==> src/rtl/mxi_nch_pipe_if.sv <==
// mxi_nch_pipe_if: stream bundle for the N-channel inverting mux stage.
// Input side: in_data (NCH*WIDTH), in_sel (SELW), in_inv, in_valid, in_ready.
// Output side: out_data (WIDTH), out_valid, out_ready, plus sticky sel_err.
// master = upstream/downstream environment, slave = the mux stage.
interface mxi_nch_pipe_if #(
    parameter int WIDTH = 8,
    parameter int NCH   = 4
);
    localparam int SELW = $clog2(NCH);

    logic [NCH*WIDTH-1:0] in_data;
    logic [SELW-1:0]      in_sel;
    logic                 in_inv;
    logic                 in_valid;
    logic                 in_ready;
    logic [WIDTH-1:0]     out_data;
    logic                 out_valid;
    logic                 out_ready;
    logic                 sel_err;

    modport master (
        output in_data, in_sel, in_inv, in_valid, out_ready,
        input  in_ready, out_data, out_valid, sel_err
    );

    modport slave (
        input  in_data, in_sel, in_inv, in_valid, out_ready,
        output in_ready, out_data, out_valid, sel_err
    );
endinterface

==> src/rtl/mxi_nch_pipe.sv <==
// mxi_nch_pipe: pipelined NCH:1 WIDTH-bit mux with runtime invert/pass mode.
// Ports: clk, rst (sync, active-high), bus (mxi_nch_pipe_if.slave).
// Define MXI_NCH_PIPE_SKID_EN for the two-entry skid buffer with registered
// in_ready; otherwise a single output register with combinational in_ready.
module mxi_nch_pipe #(
    parameter int WIDTH = 8,
    parameter int NCH   = 4
) (
    input logic          clk,
    input logic          rst,
    mxi_nch_pipe_if.slave bus
);
    localparam int SELW = $clog2(NCH);
    localparam logic [SELW:0] NCH_LIM = (SELW+1)'(NCH);

    typedef enum logic [1:0] {
        EMPTY = 2'd0,
        ONE   = 2'd1,
        FULL  = 2'd2
    } state_t;

    state_t           state;
    logic [WIDTH-1:0] pick;
    logic [WIDTH-1:0] word;
    logic [WIDTH-1:0] out_q;
    logic             out_valid_q;
    logic             sel_err_q;
    logic             bad_sel;
    logic             in_fire;
    logic             out_fire;

    // Out-of-range selects fall through to channel 0.
    always_comb begin
        pick = bus.in_data[WIDTH-1:0];
        for (int k = 1; k < NCH; k++) begin
            if (bus.in_sel == SELW'(k)) begin
                pick = bus.in_data[k*WIDTH +: WIDTH];
            end
        end
    end

    assign word     = bus.in_inv ? ~pick : pick;
    assign bad_sel  = {1'b0, bus.in_sel} >= NCH_LIM;
    assign in_fire  = bus.in_valid && bus.in_ready;
    assign out_fire = out_valid_q && bus.out_ready;

    always_ff @(posedge clk) begin
        if (rst) begin
            sel_err_q <= 1'b0;
        end else if (in_fire && bad_sel) begin
            sel_err_q <= 1'b1;
        end
    end

`ifdef MXI_NCH_PIPE_SKID_EN
    logic [WIDTH-1:0] skid_q;
    logic             ready_q;

    // out_q always holds the oldest word; skid_q the younger one in FULL.
    always_ff @(posedge clk) begin
        if (rst) begin
            state       <= EMPTY;
            out_q       <= '0;
            skid_q      <= '0;
            out_valid_q <= 1'b0;
            ready_q     <= 1'b1;
        end else begin
            case (state)
                EMPTY: begin
                    if (in_fire) begin
                        out_q       <= word;
                        out_valid_q <= 1'b1;
                        state       <= ONE;
                    end
                end
                ONE: begin
                    if (in_fire && !out_fire) begin
                        skid_q  <= word;
                        ready_q <= 1'b0;
                        state   <= FULL;
                    end else if (in_fire) begin
                        out_q <= word;
                    end else if (out_fire) begin
                        out_valid_q <= 1'b0;
                        state       <= EMPTY;
                    end
                end
                FULL: begin
                    if (out_fire) begin
                        out_q   <= skid_q;
                        ready_q <= 1'b1;
                        state   <= ONE;
                    end
                end
                default: begin
                    out_valid_q <= 1'b0;
                    ready_q     <= 1'b1;
                    state       <= EMPTY;
                end
            endcase
        end
    end

    assign bus.in_ready = ready_q;
`else
    always_ff @(posedge clk) begin
        if (rst) begin
            state       <= EMPTY;
            out_q       <= '0;
            out_valid_q <= 1'b0;
        end else begin
            case (state)
                EMPTY: begin
                    if (in_fire) begin
                        out_q       <= word;
                        out_valid_q <= 1'b1;
                        state       <= ONE;
                    end
                end
                ONE: begin
                    if (in_fire) begin
                        out_q <= word;
                    end else if (out_fire) begin
                        out_valid_q <= 1'b0;
                        state       <= EMPTY;
                    end
                end
                default: begin
                    out_valid_q <= 1'b0;
                    state       <= EMPTY;
                end
            endcase
        end
    end

    // Accept when the register is free or is being emptied this cycle.
    assign bus.in_ready = !out_valid_q || bus.out_ready;
`endif

    assign bus.out_data  = out_q;
    assign bus.out_valid = out_valid_q;
    assign bus.sel_err   = sel_err_q;
endmodule

==> src/flat_wrapper.sv <==
// flat-port wrapper written by rule: the top's interface ports become plain ports
module mxi_nch_pipe_flat 
#(
    parameter int WIDTH = 8,
    parameter int NCH   = 4
)
  (clk, rst, bus_in_data, bus_in_sel, bus_in_inv, bus_in_valid, bus_out_ready, bus_in_ready, bus_out_data, bus_out_valid, bus_sel_err);
  mxi_nch_pipe_if #(.WIDTH(WIDTH), .NCH(NCH)) bus_i ();
  input logic clk;
  input logic rst;
  input wire logic [$bits(bus_i.in_data)-1:0] bus_in_data;
  input wire logic [$bits(bus_i.in_sel)-1:0] bus_in_sel;
  input wire logic [$bits(bus_i.in_inv)-1:0] bus_in_inv;
  input wire logic [$bits(bus_i.in_valid)-1:0] bus_in_valid;
  input wire logic [$bits(bus_i.out_ready)-1:0] bus_out_ready;
  output wire logic [$bits(bus_i.in_ready)-1:0] bus_in_ready;
  output wire logic [$bits(bus_i.out_data)-1:0] bus_out_data;
  output wire logic [$bits(bus_i.out_valid)-1:0] bus_out_valid;
  output wire logic [$bits(bus_i.sel_err)-1:0] bus_sel_err;
  assign bus_i.in_data = bus_in_data;
  assign bus_i.in_sel = bus_in_sel;
  assign bus_i.in_inv = bus_in_inv;
  assign bus_i.in_valid = bus_in_valid;
  assign bus_i.out_ready = bus_out_ready;
  assign bus_in_ready = bus_i.in_ready;
  assign bus_out_data = bus_i.out_data;
  assign bus_out_valid = bus_i.out_valid;
  assign bus_sel_err = bus_i.sel_err;
  mxi_nch_pipe #(.WIDTH(WIDTH), .NCH(NCH)) u_core (.clk(clk), .rst(rst), .bus(bus_i));
endmodule
==> config.mk <==
export PLATFORM = sky130hd
export DESIGN_NAME = mxi_nch_pipe_flat
export DESIGN_NICKNAME = d
export VERILOG_FILES = /design/src/rtl/mxi_nch_pipe_if.sv /design/src/rtl/mxi_nch_pipe.sv /design/src/flat_wrapper.sv
export SDC_FILE = /design/constraint.sdc
export NUM_CORES = 1
export LEC_CHECK = 0
export BUFFER_PORTS_ARGS = -buffer_cell sky130_fd_sc_hd__buf_2
export CORE_MARGIN = 3
export CORE_UTILIZATION = 33
export DETAILED_ROUTE_END_ITERATION = 8
export GPL_ROUTABILITY_DRIVEN = 1
export GPL_TIMING_DRIVEN = 0
export HOLD_SLACK_MARGIN = 0.15
export PLACE_DENSITY = 0.84
export SLEW_MARGIN = 20
export SYNTH_ARGS = -nofsm -noshare
export SYNTH_HDL_FRONTEND = slang
export SYNTH_SLANG_ARGS = --single-unit
==> constraint.sdc <==
create_clock -name clk -period 1 [get_ports clk]
set_input_delay 0.05 -clock clk [delete_from_list [all_inputs] [get_ports clk]]
set_output_delay 0.05 -clock clk [all_outputs]
set_load 0.01 [all_outputs]
==> results of run 1 <==
## cell families (layout without fill, tap and decap cells)
logic type | after synthesis | after routing
other cells | 1 | 1
simple gates | 2 | 2
buf+inv | 9 | 57
compound gates | 17 | 17
xor+xnor | 8 | 8
flops | 9 | 9
mux | 8 | 8
## cell type report
| cell class | count | area, um^2 |
|---|---|---|
| inverters | 1 | 3.754 |
| multi-input cells | 36 | 396.6 |
| clock buffers | 4 | 26.28 |
| well taps | 24 | 30.03 |
| fillers | 158 | 650.6 |
| flip-flops and latches | 9 | 181.4 |
| repair buffers | 45 | 256.5 |
| plain buffers | 7 | 66.31 |
## what timing repair did
| action | CTS | global route |
|---|---|---|
| cloned | 0 | 1 |
| setup endpoints to repair | 9 | 9 |
| gates resized for setup | 4 | 7 |
| hold endpoints to repair | 4 | 0 |
| hold buffers | 1 | 0 |
## metal layers
metal / global-route usage / routed length (um) / up-vias / share of wire
li1: - / - / 296 / -
met1: 0.1456 / 600 / 276 / 0.38
met2: 0.2376 / 801 / 35 / 0.51
met3: 0.02752 / 163 / 0 / 0.10
met4: 0.05687 / 0 / 0 / 0
met5: 0 / 0 / - / 0
## per-stage QoR
step	area (um^2)	utilization
after floorplan	615.6	-
after global placement	860.8	0.5342
after detailed placement	860.8	0.5342
after CTS	908.4	0.5637
after global routing	960.9	0.5963
final	960.9	0.5963
## registers in the layout, summed over array words and instances (netlist names)
name,count
u_core.state,1
u_core.bus.out_data,8
## final timing paths
path	slack, ns	from	endpoint	depth (start not counted)
worst min register to register	0.52	u_core.bus.out_data[5]	u_core.bus.out_data[5]	2
worst max register to register	0.06	u_core.state[0]	u_core.bus.out_data[1]	4
worst min-delay path	0.17	bus_in_valid	u_core.state[0]	3
worst max-delay path	0.03	u_core.state[0]	bus_in_ready	3
## layout by cell type (no fill, tap or decap)
| cell type | count |
|---|---|
| dfxtp_1 | 8 |
| inv_1 | 1 |
| and2_4 | 1 |
| buf_12 | 1 |
| xnor2_1 | 8 |
| clkbuf_16 | 1 |
| nand2b_4 | 1 |
| a211oi_2 | 3 |
| buf_4 | 1 |
| clkbuf_2 | 1 |
| buf_6 | 2 |
| conb_1 | 1 |
| buf_8 | 1 |
| a211oi_1 | 5 |
| buf_1 | 1 |
| dfxtp_2 | 1 |
| clkbuf_4 | 3 |
| buf_2 | 42 |
| mux4_2 | 8 |
| dlygate4sd3_1 | 1 |
| clkbuf_1 | 2 |
| a21oi_1 | 9 |
## Yosys cell counts
cell / instances / area share
and2_1: 1 / 0.010
dfxtp_1: 9 / 0.30
a21oi_1: 9 / 0.074
clkbuf_1: 2 / 0.012
nand2b_1: 1 / 0.010
buf_1: 2 / 0.012
buf_6: 2 / 0.037
clkbuf_2: 1 / 0.0083
inv_1: 1 / 0.0062
buf_4: 1 / 0.012
conb_1: 1 / 0.0062
xnor2_1: 8 / 0.12
a211oi_1: 8 / 0.099
mux4_2: 8 / 0.30
## power groups by stage
stage | logic, mW | clock network, mW | registers [mW]
after global routing | 0.396 | 0.294 | 0.414
after CTS | 0.343 | 0.278 | 0.408
after global placement | 0.324 | 0 | 0.414
after detailed placement | 0.334 | 0 | 0.415
final | 0.367 | 0.269 | 0.410
after floorplan | 0.196 | 0 | 0.431
## worst min-delay path, stage by stage
cell and delay [ns]:
clkbuf_1 0.18, inv_1 0.09, a21oi_1 0.05
==> results.md, run 1 <==
* Via density at 4.817
* Layout Skew at 0.003399 ns
* Post-synthesis net count at 93
* Nets at 142
* Period minus WS final at 0.9681 ns
* Gr usage total at 0.1308
* RSZ-0062 raised after global routing: no
* Max VDD drop at 0.4395 mV
* H-tree depth at 1
* Switching power share of the total at 0.2708
* Avg WL per Cell at 12.42 um
* # IOs at 50
* CP max stage cell: dfxtp_2
* Sequential Power Share at 0.392
* Synthesis-stage register bit count at 9
* Vias in the first global route at 594
* Syn-to-layout area delta at 58.68%
* Worst-Skew Late Latency at 0.25 ns
* Worst path buffer plus inverter count at 2
* CTS Sinks at 9
* Clock tree from TritonCTS: done
* Crit path largest cell delay at 0.35 ns
* Max Freq at 1.033 GHz
* Mux contribution to synthesized area at 0.2975
* CP top delay family: flip-flops
* Int Pwr at 0.7621 mW
* Gpl congestion at 0.7382
* DP Worst Slack at -0.1182 ns
* Synth Area in Compound Gates at 0.1736
* Hpwl dp at 1313 um
* Drc violations at 0
* Max Cap Viol at 0
* Yosys warnings at 0
* Clock root buffer: clkbuf_4
* Setup Viol. Count Final at 0
* First DRT Iteration DRCs at 3
* Final cell count without fillers at 126
* Worst hold margin at 0.1674 ns
* Adder-Cell Fraction of Synth Area at 0
* Pleak at 0.4358 nW
* Clock share of power at 0.257
* Largest family of logic cells by synthesized area: multiplexers
* Largest net degree at the start of global routing at 11
* Crit share post-route at 0.9681
* Critical Path Source Type: register
* Pins over their slew limit at 0
* Starting Density at 0.3758
* Initial antenna violation count at 0
* Routed vias at 607
* Post-Synth Simple-Gate Area at 0.02066
* Sw power at 0.2831 mW
* Die ar. at 2385 um^2
* Core box area at 1612 um^2
* Power Density at 1088 nW/um^2
* Dpl cells at 121
* Crit Path Max Fanout at 5
* Critical path arrival at 0.92 ns
* Min-Delay Path Class: in -> reg
* Site row count at 14
* Unique masters post-synth at 14
* First-pass GRT wire length at 2484 um
* Grt total ovfl at 0
* Clock-pin slew on the worst setup and hold paths at 0.06 ns
* CP cell instances: nand2b_4 -> buf_8 -> buf_6
* CP Capture Type: output pin
* Critical path class: reg -> out
* Syn Area/Cell at 11.21 um^2
* DR pass1 iterations at 3
* Die H at 48.84 um
* Setup ws final at 0.03187 ns
* Share of cells above drive strength 1 at 0.6471
* Total Power at 1.045 mW
* Clock buffer depth at 2
* ANT nets after route at 0
* Register area share after synthesis at 0.2975
* Setup_tns at 0 ns
* Setup Buffers After CTS at 0
* Final Hold Fails at 0
* Synth Area in XOR/XNOR at 0.1157
* Diode count at 0
* Num CTS Buffers at 3
* Port Buffers at 43
* Syn Inst Count at 54
* Final WL at 1565 um
* Die W at 48.84 um
* Comb power frac at 0.351
* Cell Area, Synth at 605.6 um^2
* Outcome: finished, final reports clean
* CP required at 0.95 ns
No activity file was read; power rests on OpenSTA's default activity.
==> inputs of run 2 (changes only) <==
--- a/config.mk
+++ b/config.mk
@@ -7,12 +7,12 @@
 export LEC_CHECK = 0
 export BUFFER_PORTS_ARGS = -buffer_cell sky130_fd_sc_hd__buf_2
 export CORE_MARGIN = 3
-export CORE_UTILIZATION = 33
+export CORE_UTILIZATION = 30
 export DETAILED_ROUTE_END_ITERATION = 8
 export GPL_ROUTABILITY_DRIVEN = 1
 export GPL_TIMING_DRIVEN = 0
 export HOLD_SLACK_MARGIN = 0.15
-export PLACE_DENSITY = 0.84
+export PLACE_DENSITY = 0.78
 export SLEW_MARGIN = 20
 export SYNTH_ARGS = -nofsm -noshare
 export SYNTH_HDL_FRONTEND = slang
==> run 2 against run 1 <==
  * Utilization fell by 6.6 points
  * Total power up 3.3%
  * Via count up 6.1%
  * Largest cell class unchanged
==> results.md, run 2 (same netlist as run 1, synthesis figures left out) <==
* Drc violations at 0
* Setup Viol. Count Final at 0
* Critical Path Source Type: register
* Crit path capture: bus_in_ready
* Clock buffer depth at 2
* Largest net degree at the start of global routing at 11
* CTS Sinks at 9
* Vias in the first global route at 694
* Nets at 142
* Setup Buffers After CTS at 0
* Flop2flop setup slack at 0.06 ns
* Grt total ovfl at 0
* Num CTS Buffers at 3
* Clock tree from TritonCTS: done
* Pins over their slew limit at 0
* Setup ws final at 0.02935 ns
* Gr usage total at 0.1414
* Worst hold margin at 0.2171 ns
* Core box area at 1821 um^2
* Hpwl dp at 1308 um
* Layout Skew at 0.0002652 ns
* Slew margin rel. at 0.6494
* Gpl congestion at 0.6566
* Min-Delay Path Class: in -> reg
* Comb power frac at 0.348
* Period minus WS final at 0.9706 ns
* Critical path arrival at 0.92 ns
* Switching power share of the total at 0.2929
* Final Hold Fails at 0
* Finished Core Util at 0.5306
* Crit Path Max Fanout at 5
* R2R Path Start: u_core.state[0]
* First DRT Iteration DRCs at 8
* Sw power at 0.3162 mW
* Max VDD drop at 0.4683 mV
* Commonest non-fill, non-tap cell in the layout: buf_2
* Int Pwr at 0.7633 mW
* Critical path class: reg -> out
* Worst-Skew Late Latency at 0.27 ns
* Crit path from: u_core.state[0]
* Max reg flops at 8
* DR pass1 iterations at 4
* Clock-pin slew on the worst setup and hold paths at 0.06 ns
* Pleak at 0.4296 nW
* # IOs at 50
* Max Freq at 1.030 GHz
* Critical R2R Capture: u_core.bus.out_data[0]
* Die H at 50.93 um
* Starting Density at 0.3326
* Routed vias at 644
* Initial antenna violation count at 0
* Crit share post-route at 0.9706
* Site row count at 15
* Final WL at 1653 um
* Diode count at 0
* Reg2reg path depth at 4
* CP Capture Type: output pin
* Syn-to-layout area delta at 59.50%
* Die W at 50.93 um
* Share of cells above drive strength 1 at 0.6961
* Total Power at 1.080 mW
* Sequential Power Share at 0.381
* H-tree depth at 1
* Die ar. at 2594 um^2
* Port Buffers at 43
* Outcome: finished, final reports clean
* Commonest non-fill, non-tap cells in the layout: 42 x buf_2, 8 x mux4_2, 8 x xnor2_1, 8 x dfxtp_1, 6 x a21oi_1
* Max Cap Viol at 0
* Clock root buffer: clkbuf_4
* DP Worst Slack at -0.1224 ns
* Avg WL per Cell at 13.02 um
* Power Density at 1118 nW/um^2
* CP required at 0.95 ns
* Clock share of power at 0.270
* Via density at 5.071
* Worst slew pin tran at 0.5259 ns
* ANT nets after route at 0
* RSZ-0062 raised after global routing: yes
* First-pass GRT wire length at 2760 um
* Fillers at 181
## run 2: how the worst min path moves through the flow
stage / depth (start not counted) / startpoint / to / slack, ns
2_1_floorplan: 2 / rst / u_core.state[0] / 0.36
3_3_place_gp: 2 / rst / u_core.state[0] / 0.40
3_5_place_dp: 2 / rst / u_core.state[0] / 0.42
4_1_cts: 2 / rst / u_core.state[0] / 0.15
5_1_grt: 2 / rst / u_core.bus.out_data[3] / 0.28
6_report: 3 / bus_in_valid / u_core.state[0] / 0.22
## run 2: per-stage QoR
step | TNS (ns) | area (um^2) | std cells
final | 0 | 965.9 | 127
after global routing | -0.01458 | 965.9 | 127
after CTS | 0 | 932.1 | 127
after detailed placement | -0.8010 | 862.1 | 122
after global placement | -0.5650 | 862.1 | 122
after floorplan | -0.3085 | 615.6 | 54
## run 2: power by group through the flow
stage	Combinational, mW	Sequential [mW]	Clock [mW]
2_1_floorplan	0.196	0.431	0
6_report	0.376	0.412	0.292
5_1_grt	0.411	0.417	0.327
3_3_place_gp	0.324	0.414	0
4_1_cts	0.353	0.410	0.299
3_5_place_dp	0.334	0.416	0
## run 2: critical path, stage by stage (launching register included)
cell and delay [ns]:
dfxtp_2 0.35, nand2b_4 0.07, buf_8 0.13, buf_6 0.11
## run 2: cell type report
class	count	area (um^2)	area share
well taps	25	31.28	0.03238
clock buffers	4	26.28	0.02720
inverters	1	3.754	0.003886
multi-input cells	36	417.9	0.4326
repair buffers	45	239.0	0.2474
plain buffers	7	66.31	0.06865
flip-flops and latches	9	181.4	0.1878
## run 2: repair_timing
action / CTS / global route
gates resized for setup: 7 / 9
pin swaps: 0 / 1
setup endpoints to repair: 9 / 9
hold buffers: 1 / 0
hold endpoints to repair: 5 / 0
cloned: 1 / 0
## run 2: routing by layer
layer	GRT usage	wire length (um)	up-vias
li1	-	-	295
met1	0.1555	621	292
met2	0.2468	802	52
met3	0.02332	185	5
met4	0.09417	43	0
met5	0	0	-
